**src/rtl/lsu_align_unit.sv**
```systemverilog
`default_nettype none
// ============================================================================
// Module      : lsu_align_unit
// Description : Load/store alignment unit sitting between the EX stage and a
//               32-bit byte-lane data BRAM with 1-cycle read latency.
//               Accepts one access per request handshake, splits accesses that
//               straddle a word boundary into two aligned word accesses,
//               builds byte write enables and lane-shifted store data, and
//               merges / sign- or zero-extends load data. Returns a held,
//               handshaked response.
// Ports       : clk_i, rst_i                      clock, sync active-high reset
//               req_valid_i/req_ready_o           request handshake
//               req_we_i, req_op_i, req_addr_i,
//               req_wdata_i                       access description
//               rsp_valid_o/rsp_ready_i           response handshake
//               rsp_rdata_o, rsp_err_o            load result / error flag
//               ram_en_o, ram_we_o, ram_addr_o,
//               ram_wdata_o, ram_rdata_i          BRAM port
// Revision    : 1.0  initial release
// ============================================================================
module lsu_align_unit #(
    parameter int ADDR_W      = 14,
    parameter bit MISALIGN_EN = 1'b1
) (
    input  logic              clk_i,
    input  logic              rst_i,
    input  logic              req_valid_i,
    output logic              req_ready_o,
    input  logic              req_we_i,
    input  logic [2:0]        req_op_i,
    input  logic [31:0]       req_addr_i,
    input  logic [31:0]       req_wdata_i,
    output logic              rsp_valid_o,
    input  logic              rsp_ready_i,
    output logic [31:0]       rsp_rdata_o,
    output logic              rsp_err_o,
    output logic              ram_en_o,
    output logic [3:0]        ram_we_o,
    output logic [ADDR_W-1:0] ram_addr_o,
    output logic [31:0]       ram_wdata_o,
    input  logic [31:0]       ram_rdata_i
);

    localparam logic [2:0] S_IDLE = 3'd0;
    localparam logic [2:0] S_ACC0 = 3'd1;
    localparam logic [2:0] S_ACC1 = 3'd2;
    localparam logic [2:0] S_CAP  = 3'd3;
    localparam logic [2:0] S_RESP = 3'd4;

    logic [2:0]        state;
    logic              we_q;
    logic [2:0]        op_q;
    logic [ADDR_W+1:0] addr_q;
    logic [31:0]       wdata_q;
    logic [31:0]       w0_q;

    // ------------------------------------------------------------------
    // Legality check on the incoming request (decided in the accept cycle)
    // ------------------------------------------------------------------
    logic in_illegal;
    logic in_misalign;
    logic in_err;

    always_comb begin
        in_illegal = (req_op_i == 3'b011) || (req_op_i[2:1] == 2'b11)
                     || (req_we_i && req_op_i[2]);
        case (req_op_i[1:0])
            2'b01:   in_misalign = req_addr_i[0];
            2'b10:   in_misalign = (req_addr_i[1:0] != 2'b00);
            default: in_misalign = 1'b0;
        endcase
        in_err = in_illegal || (!MISALIGN_EN && in_misalign);
    end

    // ------------------------------------------------------------------
    // Decode of the registered access
    // ------------------------------------------------------------------
    logic [1:0]        offset;
    logic [3:0]        size_mask;
    logic [7:0]        byte_mask;
    logic              split;
    logic [4:0]        shamt;
    logic [ADDR_W-1:0] word0;
    logic [ADDR_W-1:0] word1;
    logic [63:0]       store_lanes;

    always_comb begin
        offset = addr_q[1:0];
        case (op_q[1:0])
            2'b00:   size_mask = 4'b0001;
            2'b01:   size_mask = 4'b0011;
            default: size_mask = 4'b1111;
        endcase
        byte_mask   = {4'b0000, size_mask} << offset;
        // Any enabled byte beyond lane 3 means the access spills into word1.
        split       = |byte_mask[7:4];
        shamt       = {offset, 3'b000};
        word0       = addr_q[ADDR_W+1:2];
        // Natural ADDR_W-bit wrap takes the top word over to word 0.
        word1       = word0 + {{(ADDR_W-1){1'b0}}, 1'b1};
        store_lanes = {32'h0, wdata_q} << shamt;
    end

    // ------------------------------------------------------------------
    // Load merge: in CAP the live RAM word is the last one read.
    // ------------------------------------------------------------------
    logic [31:0] lo_word;
    logic [31:0] hi_word;
    logic [63:0] merged;
    logic [31:0] merged_lo;
    logic [31:0] load_result;

    always_comb begin
        lo_word   = split ? w0_q : ram_rdata_i;
        hi_word   = split ? ram_rdata_i : 32'h0;
        merged    = {hi_word, lo_word} >> shamt;
        merged_lo = merged[31:0];
        case (op_q[1:0])
            2'b00: load_result = op_q[2] ? {24'h0, merged_lo[7:0]}
                                         : {{24{merged_lo[7]}}, merged_lo[7:0]};
            2'b01: load_result = op_q[2] ? {16'h0, merged_lo[15:0]}
                                         : {{16{merged_lo[15]}}, merged_lo[15:0]};
            default: load_result = merged_lo;
        endcase
    end

    // ------------------------------------------------------------------
    // BRAM port; enables are gated by reset so an abandoned access never
    // reaches the RAM in the reset cycle.
    // ------------------------------------------------------------------
    logic acc_active;
    logic acc_second;

    always_comb begin
        acc_active  = ((state == S_ACC0) || (state == S_ACC1)) && !rst_i;
        acc_second  = (state == S_ACC1);
        ram_en_o    = acc_active;
        ram_we_o    = 4'b0000;
        ram_addr_o  = '0;
        ram_wdata_o = 32'h0;
        if (acc_active) begin
            ram_addr_o = acc_second ? word1 : word0;
            if (we_q) begin
                ram_we_o    = acc_second ? byte_mask[7:4] : byte_mask[3:0];
                ram_wdata_o = acc_second ? store_lanes[63:32] : store_lanes[31:0];
            end
        end
    end

    assign req_ready_o = (state == S_IDLE) && !rst_i;
    assign rsp_valid_o = (state == S_RESP);

    // ------------------------------------------------------------------
    // Control FSM
    // ------------------------------------------------------------------
    always_ff @(posedge clk_i) begin
        if (rst_i) begin
            state       <= S_IDLE;
            we_q        <= 1'b0;
            op_q        <= 3'b000;
            addr_q      <= '0;
            wdata_q     <= 32'h0;
            w0_q        <= 32'h0;
            rsp_rdata_o <= 32'h0;
            rsp_err_o   <= 1'b0;
        end else begin
            case (state)
                S_IDLE: begin
                    if (req_valid_i) begin
                        we_q    <= req_we_i;
                        op_q    <= req_op_i;
                        addr_q  <= req_addr_i[ADDR_W+1:0];
                        wdata_q <= req_wdata_i;
                        if (in_err) begin
                            rsp_err_o   <= 1'b1;
                            rsp_rdata_o <= 32'hFFFF_FFFF;
                            state       <= S_RESP;
                        end else begin
                            state <= S_ACC0;
                        end
                    end
                end
                S_ACC0: begin
                    if (split) begin
                        state <= S_ACC1;
                    end else if (we_q) begin
                        rsp_err_o   <= 1'b0;
                        rsp_rdata_o <= 32'h0;
                        state       <= S_RESP;
                    end else begin
                        state <= S_CAP;
                    end
                end
                S_ACC1: begin
                    if (we_q) begin
                        rsp_err_o   <= 1'b0;
                        rsp_rdata_o <= 32'h0;
                        state       <= S_RESP;
                    end else begin
                        // Read data of the word0 access arrives now.
                        w0_q  <= ram_rdata_i;
                        state <= S_CAP;
                    end
                end
                S_CAP: begin
                    rsp_err_o   <= 1'b0;
                    rsp_rdata_o <= load_result;
                    state       <= S_RESP;
                end
                S_RESP: begin
                    if (rsp_ready_i) begin
                        state <= S_IDLE;
                    end
                end
                default: state <= S_IDLE;
            endcase
        end
    end

    // Address bits above the BRAM range and the shifted-out half of the
    // merge are intentionally dropped.
    logic unused_bits;
    assign unused_bits = ^{req_addr_i, merged[63:32]};

endmodule
`default_nettype wire

```
**config.mk**
```make
export PLATFORM = sky130hd
export DESIGN_NAME = lsu_align_unit
export DESIGN_NICKNAME = d
export VERILOG_FILES = /design/src/rtl/lsu_align_unit.sv
export SDC_FILE = /design/constraint.sdc
export NUM_CORES = 1
export LEC_CHECK = 0
export ABC_AREA = 1
export BUFFER_PORTS_ARGS = -buffer_cell sky130_fd_sc_hd__buf_2
export CAP_MARGIN = 20
export CORE_MARGIN = 5
export CORE_UTILIZATION = 28
export DETAILED_ROUTE_END_ITERATION = 6
export GPL_ROUTABILITY_DRIVEN = 0
export GPL_TIMING_DRIVEN = 0
export PLACE_DENSITY = 0.56
export SLEW_MARGIN = 20
export SYNTH_ARGS = -nofsm -noshare
export SYNTH_HDL_FRONTEND = slang
export SYNTH_SLANG_ARGS = --single-unit
```
**constraint.sdc**
```tcl
create_clock -name clk_i -period 2.1 [get_ports clk_i]
set_input_delay 0.21 -clock clk_i [delete_from_list [all_inputs] [get_ports clk_i]]
set_output_delay 0.21 -clock clk_i [all_outputs]
set_load 0.05 [all_outputs]
```
# [After elaboration in Yosys (flattened, before gate mapping)]
# Index checks and enable logic that the tools add are counted.
[op_classes] add_sub_neg=1 n_eq_ne=11 shifts=3 muxes=30 n_bitwise=1 reduce_logical=15
[ops] operator="$mux W32" n=11
[ops] operator="$pmux W32 S4" n=1
[ops] operator="$pmux W32 S2" n=1
[ops] operator="$shl A32 B5 Y64" n=1
[ops] operator="$shr A64 B5 Y32" n=1
[ops] operator="$mux W14" n=2
[ops] operator="$mux W3" n=5
[ops] operator="$pmux W3 S5" n=1
[ops] operator="$add A14 B1 Y14 const B" n=1
[ops] operator="$mux W4" n=3
[ops] operator="$eq A3 B2 Y1 const B" n=3
[ops] operator="$pmux W4 S2" n=1
[ops] operator="$shl A4 B2 Y8" n=1
[ops] operator="$ne A2 B2 Y1 const B" n=3
[ops] operator="$reduce_and A2 Y1" n=3
[ops] operator="$mux W1" n=4
[ops] operator="$pmux W1 S4" n=1
[ops] operator="$reduce_and A4 Y1" n=1
[ops] operator="$reduce_bool A4 Y1" n=1
[ops] operator="$reduce_or A4 Y1" n=1
[ops] operator="$eq A3 B1 Y1 const B" n=1
[ops] operator="$eq A3 B3 Y1 const B" n=1
[ops] operator="$logic_and A1 B1 Y1" n=3
[ops] operator="$logic_not A3 Y1" n=1
[ops] operator="other kinds (7)" n=9
[word_totals] regBits=120 out_inout_bits=86

# [Longest topological paths before layout]
[depth] depth_word=9 ltp_mapped=16 ltp_nobuf=13

# [Worst setup path before layout]
# OpenSTA, ideal clock, no wires.
[synth_path] path_kind="flip-flop to output port" startpoint="register state[2]" endpoint="output port ram_wdata_o[16]" arrival_ns=2.749 required_time_ns=1.890 path_slack_ns=-0.859 path_stages_with_launch=10 path_buffers=0 path_cell_list="dfxtp_1 nor3_1 inv_1 nand2_1 inv_2 nor2_4 inv_2 nor2_2 inv_2 o32ai_1"
[synth_between] elab_chain_len=4 word_cells_on_any_way=7
[synth_rtl] element="start: declaration" line_no="50" rtl="logic [2:0] state;"
[synth_rtl] element="start signal: assignment" line_no="158" rtl="state <= S_IDLE;"
[synth_rtl] element="start signal: assignment" line_no="177" rtl="state <= S_RESP;"
[synth_rtl] element="start signal: assignment" line_no="179" rtl="state <= S_ACC0;"
[synth_rtl] element="$eq A3 B1 Y1 / $eq A3 B2 Y1 (equally long branches)" line_no="135" rtl="acc_active = ((state == S_ACC0) || (state == S_ACC1)) && !rst_i;"
[synth_rtl] element="$logic_or A1 B1 Y1 *" line_no="135"
[synth_rtl] element="$logic_and A1 B1 Y1 *" line_no="135"
[synth_rtl] element="via ram_en_o" line_no="37" rtl="output logic ram_en_o,"
[synth_rtl] element="$mux W32 *" line_no="141" rtl="if (acc_active) begin"
[synth_rtl] element="end: declaration" line_no="40" rtl="output logic [31:0] ram_wdata_o,"
# Mark *: on every way through the listed nets, which the timed path passes. The rest lies on a longest branch.

# [Worst setup path in the final report]
[layout_path] startpoint="register state[2]" endpoint="output port ram_we_o[1]"
[layout_between] elab_chain_len=4 word_cells_on_any_way=7
[layout_rtl] element="$eq A3 B2 Y1 / $eq A3 B1 Y1 (equally long branches)" line_no="135, 136"
[layout_rtl] element="$mux W4 / $logic_or A1 B1 Y1 (equally long branches)" line_no="144, 135"
[layout_rtl] element="$mux W4 / $logic_and A1 B1 Y1 (equally long branches)" line_no="143, 135"
[layout_rtl] element="$mux W4 *" line_no="141"
[layout_rtl] element="end: declaration" line_no="38" rtl="output logic [3:0] ram_we_o,"
# Mark *: on every way between the ends. The rest lies on a longest branch, timed or not.

==> results.ini <==
[sta]
hold_violations=0
tightest_slew_ns=0.7592
finalSetupViolCount=56
rsz0062_at_grt=true
tns_ns=-7.152
worst_clock_skew_ns=0.01107
slew_viol_final=0
fmax_ghz=0.4268
relSlewSlack_pct=49.38
fin_ws_ns=-0.2430
min_period_ns=2.343
fin_crit_sh_pct=111.6
hold-worst-slack_ns=0.1064

[pwr]
leakage_nw=4.112
p_per_area_nw_per_um2=1146
ir_drop_mv=0.7070

[die]
fp.dieArea_um2=28020
io_pins=190
initial_utilization_pct=28.44
core_area_um2=24390
rows=57
die_h_um=167.4
fp.dieW_um=167.4

[route]
routedWlPerCell_um=18.77
drtPass1Iterations=7
drc_errors=1
drt.antenna.violating_nets=0
drtIter0Drc=906
wirelength_mm=31.13
viasPerCell=5.276
vias=8748

[worst_setup_path]
cp_cell_sequence=nor3_4, inv_2, nand2_2, inv_2, nor2_4, inv_6, nor2_4, buf_12, inv_12, buf_12, a21oi_4, buf_8
cpPeakStageDelay_ns=0.37
rrSetupSlack_ns=-0.05
path_max_fanout=10
crit_start=state[2]$_SDFFE_PP0P_
slowest_stage=dfxtp_4
crit_buf_inv=7
reg2reg_from=state[2]$_SDFFE_PP0P_
crit_cells=12
r2r-end=rsp_rdata_o[27]$_SDFFE_PP0P_
cp.arrival_ns=2.13
cp-start-kind=register
path_delay_family=buffers and inverters
critPathRequiredTime_ns=1.89
cp-endpoint=ram_we_o[1]
endpoint_kind=primary output
crit_type=register to primary output
rr_worst_depth=12

[yosys]
yosysWarnings=0
synth_top_area_share_pct=32.32
synth_area_leaders=dfxtp_1 32%, nand2_1 15%, nand3_1 9.8%
synth-seq-cells=112
synth_top_area_cell=dfxtp_1
synth_area_um2=6937
synth_cells=1117
seq_area_frac_synth_pct=32.32
ys_types=36
syn_nets=1222
avgSynthCellArea_um2=6.210
synth_async_sr_flop_share_pct=0
synthFlopType=dfxtp_1
synth_enable_flop_cells=0

[outcome]
status=complete, but fails checks
failed_checks=design-rule violations, negative setup slack

[finish]
areaGrowthSynthToFinish_pct=46.45
fin_util_pct=41.65
fill_cells=2594
stdcell_area_um2=10160
nets=1432
drive_gt1_share_pct=30.33

[placed_design]
placed_area_um2=8730
io_buffers=172
dp_hpwl_mm=23.26

[clocking]
cts-root-buf=clkbuf_16
clk_path_buf_depth=2
cts_sinks=112
cts_buffers=9
clk_latency_ns=0.37
h-tree-depth=3
clkTransAtPathRegs_ns=0.08
cts_tree=done

[global_routing]
grt_pass1_wl_mm=46.95
grt_antenna_before_repair=2
grtUsageTotal_pct=21.03
grt_pass1_vias=8461
grt_overflow=0
grt_max_degree=21

[run]
drv_cap=0

[hold_path]
hold_class=input pin to register

[tightest hold or removal path, delay by kind of cell]
family	cells	cell delay [ns]
and+or+nand+nor	1	0.05
AOI/OAI and AO/OA	1	0.05
buffers and inverters	2	0.12
[stage by stage]
| step | power, mW | cells | worst slack, ns |
|---|---|---|---|
| 6_report | 11.65 | 1658 | -0.2430 |
| 5_1_grt | 12.32 | 1658 | -0.3073 |
| 3_3_place_gp | 9.139 | 1613 | -0.6771 |
| 4_1_cts | 11.40 | 1647 | -0.2538 |
| 3_5_place_dp | 9.171 | 1613 | -0.6443 |
| 2_1_floorplan | 7.511 | 1117 | -0.1729 |
[how the worst min path moves through the flow]
stage                                startpoint                     to  slack [ns]  cells past startpoint
after floorplan                 ram_rdata_i[30]  w0_q[30]$_SDFFE_PP0P_        0.36                      2
after global placement    w0_q[16]$_SDFFE_PP0P_  w0_q[16]$_SDFFE_PP0P_        0.45                      2
after detailed placement  w0_q[30]$_SDFFE_PP0P_  w0_q[30]$_SDFFE_PP0P_        0.45                      2
after CTS                           rsp_ready_i  state[2]$_SDFFE_PP0P_        0.10                      4
after global routing            ram_rdata_i[26]  w0_q[26]$_SDFFE_PP0P_        0.12                      3
final                               rsp_ready_i  state[2]$_SDFFE_PP0P_        0.11                      4
[cells by family (layout without fill, tap and decap cells)]
logic type / Yosys count / after routing / share of synthesized area (%)
buffers and inverters: 178 / 393 / 10.30
XOR/XNOR: 1 / 1 / 0.1263
adder cells (fa/ha/maj): 1 / 1 / 0.1803
AO/OA/AOI/OAI: 286 / 286 / 24.17
AND/OR/NAND/NOR: 539 / 539 / 32.90
flip-flops: 112 / 112 / 32.32
other: 0 / 2 / 0
[synth_stat cells (2+ instances only)]
| master | instances |
|---|---|
| a21oi_2 | 10 |
| o21ai_1 | 12 |
| o32ai_1 | 5 |
| nor4_1 | 2 |
| clkbuf_1 | 61 |
| nor2_1 | 94 |
| nand4_1 | 3 |
| buf_1 | 5 |
| nor2_2 | 3 |
| nand2_2 | 4 |
| a211oi_1 | 50 |
| o21ai_0 | 73 |
| nand3_1 | 136 |
| inv_2 | 13 |
| a221oi_1 | 2 |
| buf_4 | 4 |
| buf_2 | 17 |
| dfxtp_1 | 112 |
| a32oi_1 | 5 |
| nand3_2 | 2 |
| nand2_1 | 281 |
| a22oi_1 | 7 |
| a21oi_1 | 116 |
| or2_2 | 4 |
| inv_1 | 76 |
| a31oi_1 | 4 |
| nor3_1 | 7 |
[per-layer routing]
metal | part of all wire (%) | track usage [%] | vias to the layer above
met5 | 0 | 0 | -
met4 | 2.6 | 6.775 | 0
met3 | 8.4 | 4.196 | 61
met2 | 46 | 33.92 | 428
met1 | 43 | 28.32 | 4100
li1 | - | - | 4159
[cell type report]
class | count | area [um^2] | area share [%]
diodes | 2 | 5.005 | 0.04927
plain buffers | 87 | 595.6 | 5.863
clock buffers | 9 | 225.2 | 2.217
clock inverters | 7 | 90.09 | 0.8868
inverters | 90 | 370.4 | 3.646
multi-input cells | 827 | 4672 | 45.99
flip-flops and latches | 112 | 2256 | 22.21
well taps | 324 | 405.4 | 3.991
repair buffers | 200 | 1539 | 15.15
[cell usage in the layout, fill, tap and decap left out, types with 28 or more instances in the layout]
cell type / Yosys / routed
a211oi_1: 50 / 49
a21oi_1: 116 / 96
buf_2: 17 / 127
buf_6: 1 / 44
clkbuf_1: 61 / 31
dfxtp_1: 112 / 107
inv_1: 76 / 73
nand2_1: 281 / 272
nand3_1: 136 / 133
nor2_1: 94 / 68
nor2_4: 1 / 28
o21ai_0: 73 / 65
[power by group]
| group | total [mW] | internal [mW] | leakage, nW | switching [mW] |
|---|---|---|---|---|
| clock | 1.89 | 0.956 | 0.147 | 0.935 |
| sequential | 3.09 | 2.72 | 0.925 | 0.368 |
| combinational | 6.67 | 1.97 | 3.04 | 4.70 |
[registers in the layout, summed over array words and instances (netlist names)]
register / cells
rsp_err_o: 1
addr_q: 16
w0_q: 24
wdata_q: 32
we_q: 1
state: 3
rsp_rdata_o: 32
op_q: 3
[repair_timing]
action | 4_1_cts | 5_1_grt
cloned | 2 | 1
endpoints found under the setup margin | 111 | 130
gates resized for setup | 207 | 70
pin swaps | 24 | 21
buffers inserted | 17 | 11
hold buffers | 0 | 0
(Power assumes the default switching activity.)
